===== src/rtl/watch_ctrl_pkg.sv =====
// Shared encodings and limits for the watch time-setting controller.
// Alarm states exist only when WATCH_CTRL_ALARM_EN is defined.
package watch_ctrl_pkg;

  localparam int HOUR_W = 5;
  localparam int MIN_W  = 6;
  localparam int SEC_W  = 6;

  localparam logic [HOUR_W-1:0] HOUR_MAX = 5'd23;
  localparam logic [MIN_W-1:0]  MIN_MAX  = 6'd59;
  localparam logic [SEC_W-1:0]  SEC_MAX  = 6'd59;

  localparam logic [1:0] FIELD_NONE = 2'd0;
  localparam logic [1:0] FIELD_HOUR = 2'd1;
  localparam logic [1:0] FIELD_MIN  = 2'd2;
  localparam logic [1:0] FIELD_SEC  = 2'd3;

`ifdef WATCH_CTRL_ALARM_EN
  typedef enum logic [2:0] {
    ST_RUN    = 3'd0,
    ST_SET_H  = 3'd1,
    ST_SET_M  = 3'd2,
    ST_SET_S  = 3'd3,
    ST_SET_AH = 3'd4,
    ST_SET_AM = 3'd5
  } state_t;
`else
  typedef enum logic [1:0] {
    ST_RUN   = 2'd0,
    ST_SET_H = 2'd1,
    ST_SET_M = 2'd2,
    ST_SET_S = 2'd3
  } state_t;
`endif

endpackage


===== src/rtl/watch_ctrl_wrapinc.sv =====
// Combinational increment with wrap to zero once the value reaches max.
// Zero latency; no flow control.
module watch_ctrl_wrapinc #(
  parameter int W = 6
) (
  input  logic [W-1:0] value,
  input  logic [W-1:0] max,
  output logic [W-1:0] value_inc
);

  // >= also folds any out-of-range load back into the legal range
  assign value_inc = (value >= max) ? '0 : value + W'(1);

endmodule


===== src/rtl/watch_ctrl.sv =====
// Time-setting FSM for a watch: edits shadow copies of h/m/s and loads them back with a one-cycle ld.
// Single-cycle response to button pulses; no backpressure. Optional alarm via WATCH_CTRL_ALARM_EN.
module watch_ctrl
  import watch_ctrl_pkg::*;
(
  input  logic              clk,
  input  logic              rst,
  input  logic              tick,
  input  logic              mode_btn,
  input  logic              inc_btn,
  input  logic              cancel_btn,
`ifdef WATCH_CTRL_ALARM_EN
  input  logic              alarm_btn,
  output logic              alarm,
  output logic              alarm_on,
`endif
  input  logic [HOUR_W-1:0] hour_cur,
  input  logic [MIN_W-1:0]  min_cur,
  input  logic [SEC_W-1:0]  sec_cur,
  output logic              ld,
  output logic [HOUR_W-1:0] hour_in,
  output logic [MIN_W-1:0]  min_in,
  output logic [SEC_W-1:0]  sec_in,
  output logic              ci,
  output logic [1:0]        field
);

  state_t            state, state_nxt;
  logic              ld_nxt;
  logic [HOUR_W-1:0] sh_h, sh_h_nxt, sh_h_inc;
  logic [MIN_W-1:0]  sh_m, sh_m_nxt, sh_m_inc;
  logic [SEC_W-1:0]  sh_s, sh_s_nxt, sh_s_inc;

  watch_ctrl_wrapinc #(.W(HOUR_W)) u_inc_h (.value(sh_h), .max(HOUR_MAX), .value_inc(sh_h_inc));
  watch_ctrl_wrapinc #(.W(MIN_W))  u_inc_m (.value(sh_m), .max(MIN_MAX),  .value_inc(sh_m_inc));
  watch_ctrl_wrapinc #(.W(SEC_W))  u_inc_s (.value(sh_s), .max(SEC_MAX),  .value_inc(sh_s_inc));

`ifdef WATCH_CTRL_ALARM_EN
  // Alarm is edited in scratch registers so a cancel leaves the stored alarm intact
  logic [HOUR_W-1:0] alarm_h, alarm_h_nxt, edit_ah, edit_ah_nxt, edit_ah_inc;
  logic [MIN_W-1:0]  alarm_m, alarm_m_nxt, edit_am, edit_am_nxt, edit_am_inc;
  logic              alarm_on_nxt;

  watch_ctrl_wrapinc #(.W(HOUR_W)) u_inc_ah (.value(edit_ah), .max(HOUR_MAX), .value_inc(edit_ah_inc));
  watch_ctrl_wrapinc #(.W(MIN_W))  u_inc_am (.value(edit_am), .max(MIN_MAX),  .value_inc(edit_am_inc));

  assign alarm = alarm_on && (hour_cur == alarm_h) && (min_cur == alarm_m);
`endif

  always_comb begin
    state_nxt = state;
    ld_nxt    = 1'b0;
    sh_h_nxt  = sh_h;
    sh_m_nxt  = sh_m;
    sh_s_nxt  = sh_s;
    field     = FIELD_NONE;
`ifdef WATCH_CTRL_ALARM_EN
    alarm_h_nxt  = alarm_h;
    alarm_m_nxt  = alarm_m;
    edit_ah_nxt  = edit_ah;
    edit_am_nxt  = edit_am;
    alarm_on_nxt = alarm_on;
`endif
    case (state)
      ST_RUN: begin
        if (mode_btn) begin
          state_nxt = ST_SET_H;
          sh_h_nxt  = hour_cur;
          sh_m_nxt  = min_cur;
          sh_s_nxt  = sec_cur;
        end
`ifdef WATCH_CTRL_ALARM_EN
        else if (alarm_btn) begin
          if (alarm) begin
            alarm_on_nxt = 1'b0;
          end else begin
            state_nxt   = ST_SET_AH;
            edit_ah_nxt = alarm_h;
            edit_am_nxt = alarm_m;
          end
        end
`endif
      end
      ST_SET_H: begin
        field = FIELD_HOUR;
        if (cancel_btn)    state_nxt = ST_RUN;
        else if (mode_btn) state_nxt = ST_SET_M;
        else if (inc_btn)  sh_h_nxt  = sh_h_inc;
      end
      ST_SET_M: begin
        field = FIELD_MIN;
        if (cancel_btn)    state_nxt = ST_RUN;
        else if (mode_btn) state_nxt = ST_SET_S;
        else if (inc_btn)  sh_m_nxt  = sh_m_inc;
      end
      ST_SET_S: begin
        field = FIELD_SEC;
        if (cancel_btn) begin
          state_nxt = ST_RUN;
        end else if (mode_btn) begin
          state_nxt = ST_RUN;
          ld_nxt    = 1'b1;
        end else if (inc_btn) begin
          sh_s_nxt = sh_s_inc;
        end
      end
`ifdef WATCH_CTRL_ALARM_EN
      ST_SET_AH: begin
        field = FIELD_HOUR;
        if (cancel_btn)    state_nxt   = ST_RUN;
        else if (mode_btn) state_nxt   = ST_SET_AM;
        else if (inc_btn)  edit_ah_nxt = edit_ah_inc;
      end
      ST_SET_AM: begin
        field = FIELD_MIN;
        if (cancel_btn) begin
          state_nxt = ST_RUN;
        end else if (mode_btn) begin
          state_nxt    = ST_RUN;
          alarm_h_nxt  = edit_ah;
          alarm_m_nxt  = edit_am;
          alarm_on_nxt = 1'b1;
        end else if (inc_btn) begin
          edit_am_nxt = edit_am_inc;
        end
      end
`endif
      default: state_nxt = ST_RUN;
    endcase
  end

  always_ff @(posedge clk) begin
    if (rst) begin
      state <= ST_RUN;
      ld    <= 1'b0;
      sh_h  <= '0;
      sh_m  <= '0;
      sh_s  <= '0;
`ifdef WATCH_CTRL_ALARM_EN
      alarm_h  <= '0;
      alarm_m  <= '0;
      edit_ah  <= '0;
      edit_am  <= '0;
      alarm_on <= 1'b0;
`endif
    end else begin
      state <= state_nxt;
      ld    <= ld_nxt;
      sh_h  <= sh_h_nxt;
      sh_m  <= sh_m_nxt;
      sh_s  <= sh_s_nxt;
`ifdef WATCH_CTRL_ALARM_EN
      alarm_h  <= alarm_h_nxt;
      alarm_m  <= alarm_m_nxt;
      edit_ah  <= edit_ah_nxt;
      edit_am  <= edit_am_nxt;
      alarm_on <= alarm_on_nxt;
`endif
    end
  end

  // The load cycle itself is frozen too, so a tick landing there is lost
  assign ci      = tick && (state == ST_RUN) && !ld;
  assign hour_in = sh_h;
  assign min_in  = sh_m;
  assign sec_in  = sh_s;

endmodule

===== config.mk =====
export PLATFORM = sky130hd
export DESIGN_NAME = watch_ctrl
export DESIGN_NICKNAME = d
export VERILOG_FILES = /design/src/rtl/watch_ctrl_pkg.sv /design/src/rtl/watch_ctrl_wrapinc.sv /design/src/rtl/watch_ctrl.sv
export SDC_FILE = /design/constraint.sdc
export NUM_CORES = 1
export LEC_CHECK = 0
export ABC_CLOCK_PERIOD_IN_PS = 3040
export BUFFER_PORTS_ARGS = -buffer_cell sky130_fd_sc_hd__buf_2
export CAP_MARGIN = 30
export CORE_UTILIZATION = 50
export CTS_BUF_LIST = sky130_fd_sc_hd__clkbuf_16
export CTS_CLUSTER_DIAMETER = 120
export DETAILED_ROUTE_END_ITERATION = 12
export GPL_ROUTABILITY_DRIVEN = 0
export GPL_TIMING_DRIVEN = 0
export PLACE_DENSITY = 0.92
export SLEW_MARGIN = 20
export SYNTH_ARGS = -nofsm -noshare
export SYNTH_HDL_FRONTEND = slang
export SYNTH_SLANG_ARGS = --single-unit

===== constraint.sdc =====
create_clock -name clk -period 3.04 [get_ports clk]
set_clock_uncertainty 0.15 [all_clocks]
set_input_delay 0.608 -clock clk [delete_from_list [all_inputs] [get_ports clk]]
set_output_delay 0.608 -clock clk [all_outputs]
set_load 0.05 [all_outputs]

==> results.md <==
- Worst setup margin: 0.794 ns
- Antenna diode count: 0
- Area Overhead vs Synth: 25.2%
- HPWL after detailed placement: 2420 um
- Yosys warns: 0
- DRC violation total after the first TritonRoute iteration: 28
- Hold Path Stages: 2
- FF-to-FF path depth: 5
- Worst EP required: 2.28 ns
- I/O Pins: 44
- Ys flop type: dfxtp_1
- Largest area contributor in the netlist: dfxtp_1
- Pwr Density: 515 nW/um2
- Status: finished, final reports clean
- Remaining DRCs: 0
- Count leader, synth: nor2_1
- Largest net degree at the start of global routing: 12
- Fill cells: 181
- Clock Path Buffers: 2
- LEAKAGE: 0.684 nW
- Die area: 2730 um2
- Pre-antenna DRT Iters: 4
- Clock-pin slew on the worst setup and hold paths: 0.06 ns
- Measured slew at the worst slew-check pin: 0.505 ns
- Maxcap violations: 0
- CP max FO: 10
- Peak supply drop: 0.454 mV
- Startpoint Class: flip-flop
- Crit Path Class: reg -> out
- Htree depth: 1
- RSZ-0062 raised after global routing: false
- Setup Fix Bufs, Post-CTS: 0
- Share of layout cells above drive strength 1: 27.3%
- Final WL: 3470 um
- Num Clock Sinks: 20
- Max Freq: 445 MHz
- # setup viols final: 0
- Most common library cells after synthesis: nor2_1, dfxtp_1, nand2_1
- CP arrival: 1.49 ns
- Final Hold Viols: 0
- Post-synth EDFFs: 0
- Mapped Nets: 179
- Clock root cell: clkbuf_16
- Hold crit path type: reg -> reg
- Cts hold-fix bufs: 0
- Total global routing overflow: 0
- Fin crit share: 73.9%
- Vias in the first global route: 1206
- Wirelength per Cell: 15.3 um
- Synth Register Bits: 20
- Min Tclk post-route: 2.25 ns
- CTS tree: done
- Die Height: 52.3 um
- Initial Util: 55.0%
- R2R Setup Slk: 1.26 ns
- Core area: 2300 um2
- Cell count after synthesis: 153
- Post-Syn Area: 1260 um2
- DR vias: 1371
- Post-Syn Area per Cell: 8.26 um2
- Layout Nets: 225
- Post-synthesis sequential area ratio: 31.7%
- Die span in x: 52.3 um
- Slew HR: 66.4%
- All-layer global routing usage: 27.3%
- Ys async rst share: 0%
- Reg-to-reg startpoint: hour_in[0]
- TritonCTS buffer count: 3
- Routed Antenna Nets: 0
- Hold Path End: sec_in[5]
- Initial antenna violation count: 0
- Top cell type's share of synthesized area: 31.7%
- Setup TNS: 0 ns
- CTS resizes: 0
- Worst-skew pair later-pin latency: 0.25 ns
- First-pass GRT wire length: 5440 um
- Critical Path End Type: primary output
- Synth cell types: 33
- Max-slew violation count: 0
- # rows: 17
- Critical R2R Capture: hour_in[1]
- Port Buf Inserts: 41
- DR vias/cell: 6.07
- Synth area leaders: dfxtp_1, nor2_1, a311oi_1
- Hold Crit Start: sec_in[5]
- Placement Setup Slack: 1.09 ns
[critical path: stages, from the launching register on]
cell,delay [ns]
dfxtp_1,0.40
buf_2,0.23
nor4b_1,0.29
buf_2,0.31
[cell type report]
| type | instances | area (um2) | share of cell area, % |
|---|---|---|---|
| multi-input combinational | 122 | 805 | 50.8 |
| sequential | 20 | 400 | 25.3 |
| timing repair buffer | 41 | 205 | 13.0 |
| clock buffer | 3 | 75.1 | 4.74 |
| buffer | 9 | 51.3 | 3.24 |
| tap | 28 | 35.0 | 2.21 |
| inverter | 2 | 7.51 | 0.474 |
| clock inverter | 1 | 3.75 | 0.237 |
[cell families (layout without fill, tap and decap cells)]
| kind of cell | after synthesis | after routing | synth area share [%] |
|---|---|---|---|
| compound gates | 48 | 48 | 28.8 |
| xor+xnor | 8 | 8 | 5.54 |
| fa+ha+maj | 3 | 3 | 2.97 |
| buf+inv | 11 | 56 | 4.65 |
| flops | 20 | 20 | 31.7 |
| simple gates | 63 | 63 | 26.3 |
[registers in the layout, indices dropped and copies added (netlist names)]
name	count
state	2
hour_in	5
ld	1
min_in	6
sec_in	6
[per-layer routing]
metal | part of all wire (%) | GRT usage (%)
met1 | 44 | 36.1
met2 | 49 | 42.7
met3 | 5.2 | 4.93
met4 | 1.4 | 12.7
met5 | 0 | 0
[worst max path at each step]
stage,cells past startpoint,endpoint,start,slack [ns]
after global placement,3,ci,tick,1.11
after detailed placement,3,ci,state[1],1.09
after CTS,3,ci,state[1],0.80
final,3,ci,state[1],0.79
after floorplan,2,ci,state[1],0.07
after global routing,3,ci,state[1],0.74
[through the flow]
step	hold slack, ns	total power [mW]	cells	util, %	cell area, um2
floorplan	0.483	0.483	153	-	1260
global placement	0.358	0.534	222	65.5	1500
detailed placement	0.385	0.544	222	65.5	1500
CTS	0.392	0.815	226	68.9	1580
global route	0.421	0.848	226	68.9	1580
finish	0.399	0.814	226	68.9	1580
[layout by cell type, fill, tap and decap left out, drive strengths merged, types with 2 or more instances in the layout]
cell type / instances
inv: 2
nor4b: 2
clkbuf: 8
o21ai: 13
nand2: 14
dfxtp: 20
a21oi: 5
nand4bb: 2
nor3: 8
xnor2: 5
nand4: 2
a311oi: 9
nor2: 24
o21a: 5
a211oi: 7
ha: 3
nand2b: 4
nand3: 5
xor2: 3
buf: 45
[where the power goes]
group	total (mW)	switching, mW	internal (mW)
Sequential	0.317	0.0333	0.284
Clock	0.271	0.0956	0.175
Combinational	0.226	0.153	0.0729
Total	0.814	0.282	0.532
No activity file was read; power rests on OpenSTA's default activity.
